### config.mk
export PLATFORM = sky130hd
export DESIGN_NAME = fft_frame_sequencer
export DESIGN_NICKNAME = d
export VERILOG_FILES = /design/src/rtl/fft_seq_pkg.sv /design/src/rtl/fft_seq_bank.sv /design/src/rtl/fft_frame_sequencer.sv
export SDC_FILE = /design/constraint.sdc
export NUM_CORES = 1
export LEC_CHECK = 0
export ABC_CLOCK_PERIOD_IN_PS = 3500
export CAP_MARGIN = 20
export CORE_MARGIN = 2
export CORE_UTILIZATION = 61
export CTS_CLUSTER_SIZE = 30
export DETAILED_ROUTE_END_ITERATION = 8
export PLACE_DENSITY = 0.85
export SLEW_MARGIN = 0
export SYNTH_ARGS = -nofsm -noshare
export SYNTH_HDL_FRONTEND = slang
export SYNTH_HIERARCHICAL = 1
export SYNTH_SLANG_ARGS = --single-unit
### constraint.sdc
create_clock -name clk -period 3.5 [get_ports clk]
set_input_delay 0.35 -clock clk [delete_from_list [all_inputs] [get_ports clk]]
set_output_delay 0.35 -clock clk [all_outputs]
set_load 0.01 [all_outputs]
### src/rtl/fft_seq_pkg.sv
// rtl/fft_seq_pkg.sv - shared types, constants and helpers for the FFT frame sequencer
//
// Contents:
//   SEQ_N / FRAME   default log2 frame length and the frame length it implies
//   SEQ_MAX_N       widest frame exponent the bit-reversal helper handles
//   FPT_W           width of one fixed-point sample word (fpt)
//   seq_state_t     reader FSM states (S_IDLE, S_STREAM, S_GAP)
//   bitrev()        N-bit bit-reversal of a read pointer

package fft_seq_pkg;

    localparam int SEQ_N     = 4;
    localparam int FRAME     = 1 << SEQ_N;
    localparam int SEQ_MAX_N = 16;
    localparam int FPT_W     = 16;

    // S_ prefix keeps the state names clear of the GAP module parameter.
    typedef enum logic [1:0] {
        S_IDLE   = 2'd0,
        S_STREAM = 2'd1,
        S_GAP    = 2'd2
    } seq_state_t;

    localparam int BR_IW = $clog2(SEQ_MAX_N);

    // Reverses the low n bits of ptr; bits at or above n come back as zero.
    function automatic logic [SEQ_MAX_N-1:0] bitrev(input logic [SEQ_MAX_N-1:0] ptr,
                                                    input int n);
        logic [SEQ_MAX_N-1:0] r;
        r = '0;
        for (int i = 0; i < SEQ_MAX_N; i++) begin
            if (i < n) begin
                r[BR_IW'(i)] = ptr[BR_IW'(n - 1 - i)];
            end
        end
        return r;
    endfunction

endpackage

### src/rtl/fft_seq_bank.sv
// rtl/fft_seq_bank.sv - ping-pong sample storage with full flags and a registered read port
//
// Ports:
//   clk, reset          clock and synchronous active-high reset
//   wr_valid/wr_ready   sample write handshake; wr_ready = !full[wbank]
//   wr_data             sample written at the write pointer of the write bank
//   rd_en               load rd_data from {rd_bank, rd_addr} this cycle
//   rd_bank, rd_addr    read location
//   rd_data             registered read data; holds its value when rd_en = 0
//   free                mark rd_bank empty (issued with the last read of a frame)
//   full                per-bank full flags

module fft_seq_bank
    import fft_seq_pkg::*;
#(
    parameter int N      = SEQ_N,
    parameter int DATA_W = FPT_W
) (
    input  logic              clk,
    input  logic              reset,
    input  logic              wr_valid,
    input  logic [DATA_W-1:0] wr_data,
    output logic              wr_ready,
    input  logic              rd_en,
    input  logic              rd_bank,
    input  logic [N-1:0]      rd_addr,
    output logic [DATA_W-1:0] rd_data,
    input  logic              free,
    output logic [1:0]        full
);

    localparam int             DEPTH    = 2 * (1 << N);
    localparam logic [N-1:0]   PTR_LAST = N'((1 << N) - 1);

    logic [DATA_W-1:0] mem [DEPTH];
    logic [N-1:0]      wptr;
    logic              wbank;
    logic              wr_fire;
    logic              wr_last;

    assign wr_ready = !full[wbank];
    assign wr_fire  = wr_valid && wr_ready;
    assign wr_last  = wr_fire && (wptr == PTR_LAST);

    // Storage carries no reset so it can map onto RAM; the full flags alone
    // decide what counts as valid contents.
    always_ff @(posedge clk) begin
        if (wr_fire) begin
            mem[{wbank, wptr}] <= wr_data;
        end
    end

    always_ff @(posedge clk) begin
        if (reset) begin
            rd_data <= '0;
        end else if (rd_en) begin
            rd_data <= mem[{rd_bank, rd_addr}];
        end
    end

    always_ff @(posedge clk) begin
        if (reset) begin
            wptr  <= '0;
            wbank <= 1'b0;
            full  <= 2'b00;
        end else begin
            if (wr_fire) begin
                wptr <= wptr + N'(1);
                if (wr_last) begin
                    wbank <= ~wbank;
                end
            end
            // A free of a bank wins over a fill of it; the writer then sees
            // the bank empty on the following cycle.
            for (int i = 0; i < 2; i++) begin
                if (free && (rd_bank == 1'(i))) begin
                    full[i] <= 1'b0;
                end else if (wr_last && (wbank == 1'(i))) begin
                    full[i] <= 1'b1;
                end
            end
        end
    end

endmodule

### src/rtl/fft_frame_sequencer.sv
// rtl/fft_frame_sequencer.sv - buffers a sample stream into ping-pong frames and feeds the FFT core
//
// Optional build macro: FFT_SEQ_BITREV_EN (emit each frame in bit-reversed order).
//
// Ports:
//   clk, reset          clock and synchronous active-high reset
//   in_valid/in_ready   upstream sample handshake
//   in_data             upstream sample
//   run                 level enable, sampled in IDLE and at each frame/gap end
//   mode_cont           1 = frames back to back while run, 0 = one frame per run rising edge
//   start_ip            one-cycle pulse with the first sample of a frame
//   ip, ip_valid        registered sample to the FFT core; valid for 2^N cycles per frame
//   busy                reader is in STREAM or GAP
//   frame_cnt           frames fully emitted since reset (wraps)

module fft_frame_sequencer
    import fft_seq_pkg::*;
#(
    parameter int N     = SEQ_N,
    parameter int GAP   = 0,
    parameter int CNT_W = 16
) (
    input  logic             clk,
    input  logic             reset,
    input  logic             in_valid,
    output logic             in_ready,
    input  logic [FPT_W-1:0] in_data,
    input  logic             run,
    input  logic             mode_cont,
    output logic             start_ip,
    output logic [FPT_W-1:0] ip,
    output logic             ip_valid,
    output logic             busy,
    output logic [CNT_W-1:0] frame_cnt
);

    localparam logic [N-1:0]  PTR_LAST = N'((1 << N) - 1);
    localparam int            GW       = (GAP > 1) ? $clog2(GAP) : 1;
    localparam logic [GW-1:0] GAP_LAST = GW'((GAP > 0) ? GAP - 1 : 0);

    seq_state_t   state;
    logic         rbank;
    logic [N-1:0] rptr;
    logic [GW-1:0] gap_cnt;
    logic         run_q;
    logic         edge_lat;
    logic [1:0]   full;

    logic         run_rise;
    logic         trig;
    logic         start_cur;
    logic         start_nxt;
    logic         last_rd;
    logic         rd_en;
    logic [N-1:0] rd_ptr;
    logic [N-1:0] rd_addr;
    logic         frame_start;

    // start_cur looks at the bank currently selected for reading; start_nxt
    // looks at the other one, used on the last read when rbank is about to toggle.
    always_comb begin
        run_rise    = run && !run_q;
        trig        = mode_cont || edge_lat || run_rise;
        start_cur   = full[rbank] && run && trig;
        start_nxt   = full[~rbank] && run && trig;
        last_rd     = (state == S_STREAM) && (rptr == PTR_LAST);
        rd_en       = 1'b0;
        rd_ptr      = '0;
        frame_start = 1'b0;
        case (state)
            S_IDLE: begin
                // The first read is issued in the decision cycle so the first
                // sample lands one cycle after the decision.
                rd_en       = start_cur;
                frame_start = start_cur;
            end
            S_STREAM: begin
                rd_en       = 1'b1;
                rd_ptr      = rptr;
                frame_start = last_rd && (GAP == 0) && start_nxt;
            end
            S_GAP: begin
                frame_start = (gap_cnt == GAP_LAST) && start_cur;
            end
            default: begin
                rd_en = 1'b0;
            end
        endcase
    end

`ifdef FFT_SEQ_BITREV_EN
    assign rd_addr = N'(bitrev(SEQ_MAX_N'(rd_ptr), N));
`else
    assign rd_addr = rd_ptr;
`endif

    assign busy = (state != S_IDLE);

    fft_seq_bank #(
        .N      (N),
        .DATA_W (FPT_W)
    ) u_bank (
        .clk      (clk),
        .reset    (reset),
        .wr_valid (in_valid),
        .wr_data  (in_data),
        .wr_ready (in_ready),
        .rd_en    (rd_en),
        .rd_bank  (rbank),
        .rd_addr  (rd_addr),
        .rd_data  (ip),
        .free     (last_rd),
        .full     (full)
    );

    always_ff @(posedge clk) begin
        if (reset) begin
            state     <= S_IDLE;
            rbank     <= 1'b0;
            rptr      <= '0;
            gap_cnt   <= '0;
            run_q     <= 1'b0;
            edge_lat  <= 1'b0;
            start_ip  <= 1'b0;
            ip_valid  <= 1'b0;
            frame_cnt <= '0;
        end else begin
            run_q    <= run;
            ip_valid <= rd_en;
            start_ip <= rd_en && (rd_ptr == '0);

            // A rising edge is remembered until a frame actually starts.
            if (frame_start) begin
                edge_lat <= 1'b0;
            end else if (run_rise) begin
                edge_lat <= 1'b1;
            end

            case (state)
                S_IDLE: begin
                    if (start_cur) begin
                        state <= S_STREAM;
                        rptr  <= N'(1);
                    end
                end
                S_STREAM: begin
                    rptr <= rptr + N'(1);
                    if (last_rd) begin
                        rbank     <= ~rbank;
                        frame_cnt <= frame_cnt + CNT_W'(1);
                        if (GAP > 0) begin
                            state   <= S_GAP;
                            gap_cnt <= '0;
                        end else if (!start_nxt) begin
                            state <= S_IDLE;
                        end
                        // Otherwise stay in STREAM; rptr wraps to 0 and the
                        // next frame follows without a bubble.
                    end
                end
                S_GAP: begin
                    if (gap_cnt == GAP_LAST) begin
                        state <= start_cur ? S_STREAM : S_IDLE;
                        rptr  <= '0;
                    end else begin
                        gap_cnt <= gap_cnt + GW'(1);
                    end
                end
                default: begin
                    state <= S_IDLE;
                end
            endcase
        end
    end

endmodule

---- After elaboration in Yosys (flattened, before gate mapping) ----
Memories as Yosys holds them, arrays and structs flattened. A register that Yosys moved wholly into a read port is not among the register bits.
Index checks and enable logic that the tools add are counted.
operators by class
  magnitude comparators ................... 3
  reduce and logical (&&, ||, !) cells .... 30
  multiplexer cells ....................... 21
  equal/unequal tests ..................... 8
  multipliers ............................. 0
  divide/modulo/power cells ............... 0
  bitwise logic cells ..................... 3
  shift operators ......................... 0
  add/subtract/negate cells ............... 4
operator list
  cell                                                count
  adder 16 x 1 -> 16 bit, second input constant       1
  logical AND 1 bit                                   15
  two-way mux 4 bit                                   3
  case mux 4 bit (3 select lines)                     1
  two-way mux 1 bit                                   10
  adder 4 x 1 -> 4 bit, second input constant         2
  == test 4 bit, second input constant                2
  two-way mux 2 bit                                   4
  < comparator 1 x 2 -> 1 bit, second input constant  3
  != test 2 bit, second input constant                3
  case mux 2 bit (3 select lines)                     1
  OR reduction 2 bit                                  3
  logical NOT 4 bit                                   1
  AND reduction 2 bit                                 2
  AND reduction 4 bit                                 1
  NOT 1 bit                                           3
  case mux 1 bit (3 select lines)                     1
  AND reduction 3 bit                                 1
  nonzero test 3 bit                                  1
  == test 2 x 1 -> 1 bit, second input constant       1
  == test 2 bit, second input constant                1
  logical NOT 1 bit                                   2
  logical NOT 2 bit                                   1
  logical OR 1 bit                                    2
  4 further kinds                                     4
storage, ports and cells
  bits in latches ......................... 0
  bits of input ports ..................... 21
  memories kept ........................... 1
  word-level logic and storage cells ...... 83
  memory bits (read-only) ................. 0
  register bits ........................... 35
  bits in writable memories ............... 512
  output and inout bits ................... 36
memory list
  name        words  width  rd ports  clocked after Yosys merged registers in  write ports  RTL line            text
  u_bank.mem  32     16     1         1                                        1            fft_seq_bank.sv:35  logic [DATA_W-1:0] mem [DEPTH];

---- Logic depth before layout (Yosys ltp) ----
Gate-level depths: netlist (run 1).
  word-level depth ........................ 8
  depth in mapped cells ................... 10
  depth with buffers taken out ............ 6

---- Modules after synthesis ----
Netlist (run 1), hierarchy kept.
modules (own cells, without submodules)
  module               cells an instance  area an instance (um^2)  sequential area each (um^2)  instances
  fft_seq_bank         1182               20942.6                  15835.2                      1
  fft_frame_sequencer  130                1176.1                   520.5                        1

---- Least setup slack after synthesis (run 1) ----
OpenSTA, ideal clock, no wires.
  kind .................................... flip-flop to flip-flop
  from .................................... register u_bank.wbank
  to ...................................... memory u_bank/mem[31][0] (netlist name) (enable)
  required time ........................... 3110 ps
  data arrival time ....................... 2337 ps
  setup time .............................. 390 ps
  path buffers ............................ 2
  period minus slack after synthesis ...... 2727 ps
  setup slack ............................. 773 ps
  cell stages (with the launch flop) ...... 7
  cells stage by stage .................... dfxtp_1 -> clkbuf_1 -> mux2i_1 -> and2_1 -> clkbuf_1 -> nand2_1 -> nor2_1
between the ends
  cells in the longest elaborated chain, start to end .. 6
ends and longest elaborated chain
  item                                                  RTL line                   text
  start: declaration                                    fft_seq_bank.sv:37         logic wbank;
  start signal: assignment                              fft_seq_bank.sv:70         wbank <= ~wbank;
  two-way mux 1 bit (implied by the code) (2 in a row)  fft_seq_bank.sv:41         assign wr_ready = !full[wbank];
  logical NOT 1 bit                                     fft_seq_bank.sv:41
  named net in_ready                                    fft_frame_sequencer.sv:26  output logic in_ready,
  logical AND 1 bit                                     fft_seq_bank.sv:42         assign wr_fire = wr_valid && wr_ready;
  two-way mux 1 bit                                     fft_seq_bank.sv:48         if (wr_fire) begin
  two-way mux 1 bit (implied by the code)               fft_seq_bank.sv:49         mem[{wbank, wptr}] <= wr_data;
  end: declaration                                      fft_seq_bank.sv:35
The timed path passes the listed nets, and every way through them passes these cells. The select of a mux whose other input is x is not followed.

---- Final worst setup path (run 1) ----
  from .................................... register state[0]
  to ...................................... register u_bank.rd_data[15], read port of u_bank.mem
between the ends
  cells in the longest elaborated chain, start to end .. 2
  elaborated cells on any way between the ends .. 4
  classes of those cells .................. eq/ne: 1; mux: 2; reduce/logical: 1
ends and longest elaborated chain
  item                      RTL line                    text
  start: declaration        fft_frame_sequencer.sv:41   seq_state_t state;
  start signal: assignment  fft_frame_sequencer.sv:163  state <= start_cur ? S_STREAM : S_IDLE;
  == test 2 x 1 -> 1 bit    fft_frame_sequencer.sv:70   case (state)
  two-way mux 4 bit         fft_frame_sequencer.sv:70
  named net rd_addr[1]      fft_frame_sequencer.sv:56   logic [N-1:0] rd_addr;
  end: declaration          fft_seq_bank.sv:27          output logic [DATA_W-1:0] rd_data,
The timed path passes the listed nets, and every way through them passes these cells.
A chain may end at the register's enable or synchronous reset.

==> flow_summary.json, run 1 <==
{
  "status": "complete, but fails checks",
  "violations": "DRC",
  "cp_slowest_cell": "and2_2",
  "ys_seq_area_frac": 0.739,
  "ys_warn_count": 6,
  "crit_family": "simple AND/OR/NAND/NOR gates",
  "routed_wl_um": 53100,
  "finalCritPeriodShare": 0.898,
  "irDropWorstVdd_mv": 0.381,
  "root_buffer": "clkbuf_16",
  "nets": 1440,
  "num_rows": 69,
  "p_leak_uw": 0.00766,
  "start_util": 0.620,
  "core_area_um2": 35700,
  "io-pin-count": 57,
  "first_iter_violations": 1559,
  "grtUsageMet3": 0.0698,
  "power_frac_clock": 0.433,
  "path_cells": "and2_1 > and2_2 > buf_12 > buf_4 > a22oi_1 > a21oi_1 > or4_1 > a211oi_2",
  "use_met1": 0.366,
  "final_common_cell": "edfxtp_1",
  "postLayoutSetupSlackWorst_ns": 0.355,
  "critPathLaunchType": "flip-flop",
  "grt_use_met2": 0.460,
  "required_ns": 3.93,
  "worstMarginPinSlew_ns": 0.836,
  "pwr-share-comb": 0.021,
  "crit_buf_inv": 2,
  "grt_pass1_wl_um": 78700,
  "crit_start": "state[0]",
  "p_switching_uw": 2580,
  "mostFrequentLayoutCells": "edfxtp_1, mux2i_1, a22oi_1, a21oi_1, nor2_1",
  "grt_max_degree": 66,
  "crit_path_end_kind": "flip-flop",
  "swShare": 0.191,
  "syn_avg_cell_area_um2": 16.9,
  "dp_worst_setup_slack_ns": 0.543,
  "clock.fmax_ghz": 0.318,
  "ff_latch_area_um2": 16400,
  "die-area_um2": 37800,
  "viasPerCell": 6.52,
  "first_global_vias": 12700,
  "intPower_uw": 10900,
  "finalHoldViolations": 0,
  "num_vias": 12500,
  "cts.sinks": 561,
  "antenna_found_initial": 4,
  "die_h_um": 194,
  "seq_power_share": 0.546,
  "numCtsBuffers": 52,
  "nFillCells": 2079,
  "place.gp.congestion": 0.834,
  "groute.usage.overall": 0.281,
  "power_uw": 13500,
  "finClkSkew_ns": 0.0171,
  "clk_latency_ns": 0.57,
  "drive_above_1_share": 0.119,
  "cts_setup_buffers": 0,
  "drc_errors": 2,
  "min_from": "reset",
  "cp_slowest_stage_delay_ns": 0.71,
  "holdCritPathClass": "input pin to flip-flop",
  "firstDrtPassIters": 7,
  "slew_headroom": 0.441,
  "wire_per_inst_um": 27.7,
  "htreeDepth": 2,
  "io_buffer_count": 56,
  "min_period_ns": 3.14,
  "syn2layout_area_growth_pct": 14.5,
  "path_class": "flip-flop to flip-flop",
  "ctsHoldBuffers": 0,
  "top_usage_layer": "met2",
  "die-width_um": 194,
  "path_clk_slew_ns": 0.06,
  "r2r_start": "state[0]",
  "rsz0062_at_grt": "no",
  "synth.cell_area_um2": 22100,
  "power_density_nw_per_um2": 532,
  "cts.path.max_buffers": 3,
  "cts.repair.resized": 0,
  "maxCapViolCount": 0,
  "ant_nets": 0,
  "finalSetupTns_ns": 0,
  "postSynthCellCount": 1312,
  "setup_viol": 0,
  "multi_input_area_um2": 5270,
  "syn-num-nets": 1339,
  "ys_types": 45,
  "ys_ff_latch": 561,
  "path_max_fanout": 27,
  "arrival_ns": 3.57,
  "hpwl_um": 30700,
  "drv_slew": 0,
  "cts_tree": "yes",
  "grt.overflow.total": 0
}
==> worst reg2reg max path, delay by kind of cell, from the launching register on <==
| family | cells | cell delay [ns] |
|---|---|---|
| and+or+nand+nor | 3 | 1.34 |
| buffers and inverters | 2 | 0.48 |
| AOI/OAI and AO/OA | 3 | 0.66 |
| DFF | 1 | 0.52 |
==> metrics by stage <==
stage / hold WS [ns] / cell area [um^2] / instances / utilization
after floorplan: 0.415 / 22100 / 1312 / -
after global placement: 0.465 / 23300 / 1811 / 0.655
after detailed placement: 0.471 / 23400 / 1814 / 0.657
after CTS: 0.301 / 25200 / 1910 / 0.706
after global routing: 0.334 / 25300 / 1916 / 0.710
final: 0.320 / 25300 / 1919 / 0.710
==> state kept, by name (all words and copies together), names as in the netlist <==
signal	flops
u_bank/mem	512
frame_cnt	16
u_bank/rd_data	16
rptr	4
u_bank/wptr	4
u_bank/full	2
edge_lat	1
ip_valid	1
rbank	1
run_q	1
start_ip	1
state	1
u_bank/wbank	1
==> synth_stat cells (all sizes together) <==
cell	instances	area share
nand4	8	0.0036
nor2	73	0.012
nor3	4	0.00091
or4	20	0.0068
xnor2	6	0.0024
or2	2	0.00057
a211oi	17	0.0094
clkbuf	42	0.0074
nand2b	1	0.00028
a22oi	130	0.044
nor4	1	0.00028
inv	7	0.0012
nand2	15	0.0025
mux2	2	0.0010
a31oi	2	0.00057
o21a	2	0.00068
nand3	8	0.0018
and3	1	0.00028
and4	2	0.00079
nor2b	4	0.0011
o31ai	4	0.0014
o21ai	3	0.00068
nand3b	4	0.0014
mux2i	257	0.12
a21oi	73	0.017
xor2	10	0.0040
buf	35	0.015
nor4bb	1	0.00045
dfxtp	49	0.044
or3b	2	0.00079
or3	3	0.00085
ha	6	0.0034
edfxtp	512	0.70
and2	6	0.0018
==> final cells by class <==
cell class,count,area share
Timing Repair Buffer,124,0.0526
Tap cell,461,0.0228
Sequential cell,561,0.646
Clock inverter,23,0.0123
Inverter,7,0.00104
Antenna cell,3,0.000296
Clock buffer,73,0.0573
Multi-Input combinational cell,667,0.208
==> power by group through the flow <==
| stage | clock, uW | sequential, uW | combinational, uW |
|---|---|---|---|
| final | 5840 | 7360 | 288 |
| after global routing | 6130 | 7350 | 301 |
| after CTS | 5860 | 7360 | 262 |
| after detailed placement | 0 | 7500 | 259 |
| after global placement | 0 | 7500 | 235 |
| after floorplan | 0 | 7500 | 76.5 |
==> routing by layer <==
| layer | vias up | part of all wire |
|---|---|---|
| met5 | - | 0.00043 |
| li1 | 5390 | - |
| met1 | 6289 | 0.38 |
| met2 | 691 | 0.48 |
| met3 | 138 | 0.10 |
| met4 | 4 | 0.038 |
==> worst paths after layout <==
path	depth (start not counted)	slack, ns	to
max	8	0.36	u_bank/rd_data[15]
min	2	0.32	rptr[1]
max reg2reg	8	0.36	u_bank/rd_data[15]
min reg2reg	2	0.48	frame_cnt[15]
==> cells by family after synthesis <==
| logic type | after synthesis | synth area share |
|---|---|---|
| flops | 561 | 0.739 |
| simple gates | 155 | 0.0366 |
| xor+xnor | 16 | 0.00634 |
| fa+ha+maj | 6 | 0.00339 |
| buf+inv | 84 | 0.0236 |
| mux | 259 | 0.117 |
| compound gates | 231 | 0.0733 |
(Power assumes the default switching activity.)
==> run 2, diff against run 1 <==
CAP_MARGIN = 10   (was 20)
==> flow_summary.json, run 2 (same netlist as run 1, synthesis figures left out) <==
{
  "required_ns": 3.92,
  "die-width_um": 194,
  "irDropWorstVdd_mv": 0.313,
  "top_register": "u_bank/mem",
  "first_iter_violations": 1530,
  "dp.cells": 1811,
  "finClkSkew_ns": 0.0216,
  "viasPerCell": 6.51,
  "reg_top3": "u_bank/mem (512), frame_cnt (16), u_bank/rd_data (16)",
  "final_common_cell": "edfxtp_1",
  "path_class": "flip-flop to flip-flop",
  "arrival_ns": 3.61,
  "place.gp.congestion": 0.834,
  "drc_errors": 2,
  "r2r_start": "state[0]",
  "clock.fmax_ghz": 0.313,
  "core_area_um2": 35700,
  "maxCapViolCount": 0,
  "firstDrtPassIters": 7,
  "rsz0062_at_grt": "no",
  "finalSetupTns_ns": 0,
  "rr_worst_depth": 8,
  "power_density_nw_per_um2": 524,
  "p_leak_uw": 0.00761,
  "multi_input_area_um2": 5270,
  "violations": "DRC",
  "stdcell_count": 1916,
  "worstMarginPinSlew_ns": 0.801,
  "first_global_vias": 12300,
  "min_period_ns": 3.19,
  "largest_reg_flops": 512,
  "die_h_um": 194,
  "setup_viol": 0,
  "num_rows": 69,
  "start_util": 0.620,
  "io_buffer_count": 56,
  "critPathLaunchType": "flip-flop",
  "numCtsBuffers": 52,
  "crit_path_end": "u_bank/rd_data[15]",
  "mostFrequentLayoutCells": "edfxtp_1, mux2i_1, a22oi_1, a21oi_1, nor2_1",
  "r2r-end": "u_bank/rd_data[15]",
  "finalCritPeriodShare": 0.912,
  "syn2layout_area_growth_pct": 14.0,
  "cts_tree": "yes",
  "antenna_found_initial": 2,
  "finalHoldViolations": 0,
  "place_area_um2": 23300,
  "ff_latch_area_um2": 16400,
  "hpwl_um": 30400,
  "clk_latency_ns": 0.56,
  "grt.overflow.total": 0,
  "holdCritPathClass": "input pin to flip-flop",
  "slew_headroom": 0.465,
  "nets": 1439,
  "wire_per_inst_um": 27.5,
  "root_buffer": "clkbuf_16",
  "num_vias": 12500,
  "cts.path.max_buffers": 3,
  "htreeDepth": 2,
  "ant_nets": 0,
  "cts_setup_buffers": 0,
  "ctsHoldBuffers": 0,
  "crit_path_end_kind": "flip-flop",
  "drive_above_1_share": 0.125,
  "grt_pass1_wl_um": 77900,
  "routed_wl_um": 52700,
  "io-pin-count": 57,
  "groute.usage.overall": 0.277,
  "crit_start": "state[0]",
  "final_area_um2": 25200,
  "reg2reg_slack_ns": 0.31,
  "die-area_um2": 37800,
  "cts.sinks": 561,
  "status": "complete, but fails checks",
  "nFillCells": 2100,
  "grt_max_degree": 66,
  "cts.repair.resized": 0,
  "path_clk_slew_ns": 0.06,
  "drv_slew": 0,
  "path_max_fanout": 27
}
## run 2: cell types whose count changed in the layout (fill, tap and decap cells not counted), sizes merged
cell | previous run | this run
clkinv | 14 | 17
clkinvlp | 1 | 6
clkdlybuf4s50 | 55 | 54
diode | 3 | 2
clkbuf | 74 | 68
bufinv | 8 | 5
## run 2: worst min path at each step
stage	start	cells past startpoint	endpoint
6_report	reset	2	frame_cnt[10]
2_1_floorplan	reset	1	u_bank/rd_data[15]
3_5_place_dp	frame_cnt[15]	2	frame_cnt[15]
4_1_cts	reset	2	frame_cnt[10]
3_3_place_gp	frame_cnt[15]	2	frame_cnt[15]
5_1_grt	reset	2	frame_cnt[6]
## run 2: routing by layer
layer | wire length (um) | GRT usage | vias up
li1 | - | - | 5389
met1 | 19700 | 0.379 | 6197
met2 | 25200 | 0.448 | 762
met3 | 5740 | 0.0569 | 126
met4 | 2080 | 0.0983 | 2
met5 | 12 | 0 | -
## run 2: metrics by stage
stage,setup slack [ns],hold WS (ns),utilization,power (uW)
after floorplan,0.773,0.415,-,7570
after global placement,0.638,0.465,0.655,7740
after detailed placement,0.538,0.476,0.655,7750
after CTS,0.371,0.301,0.702,13200
after global routing,0.244,0.331,0.707,13500
final,0.309,0.315,0.707,13200
## run 2: power breakdown
| group | total [uW] | internal (uW) | switching [uW] |
|---|---|---|---|
| sequential | 7360 | 7340 | 13.0 |
| combinational | 282 | 80.3 | 202 |
| clock | 5560 | 3220 | 2340 |
| total | 13200 | 10600 | 2550 |
## run 2: cell type report
| type | count | area share |
|---|---|---|
| sequential | 561 | 0.649 |
| clock inverter | 28 | 0.0107 |
| tap | 461 | 0.0229 |
| antenna | 2 | 0.000199 |
| inverter | 7 | 0.00104 |
| clock buffer | 67 | 0.0563 |
| multi-input combinational | 667 | 0.209 |
| timing repair buffer | 123 | 0.0510 |
## run 2: worst max-delay path, stage by stage, from the launching register on
cell	delay (ns)
dfxtp_1	0.54
and2_1	0.38
and2_2	0.75
buf_12	0.28
buf_4	0.20
a22oi_1	0.08
a21oi_1	0.51
or4_1	0.24
a211oi_2	0.07
==> run 3, diff against run 2 <==
SKIP_LAST_GASP = 1   (was default)
==> results of run 3 <==
The final DEF is identical to that of run 2; final timing and power are the same.
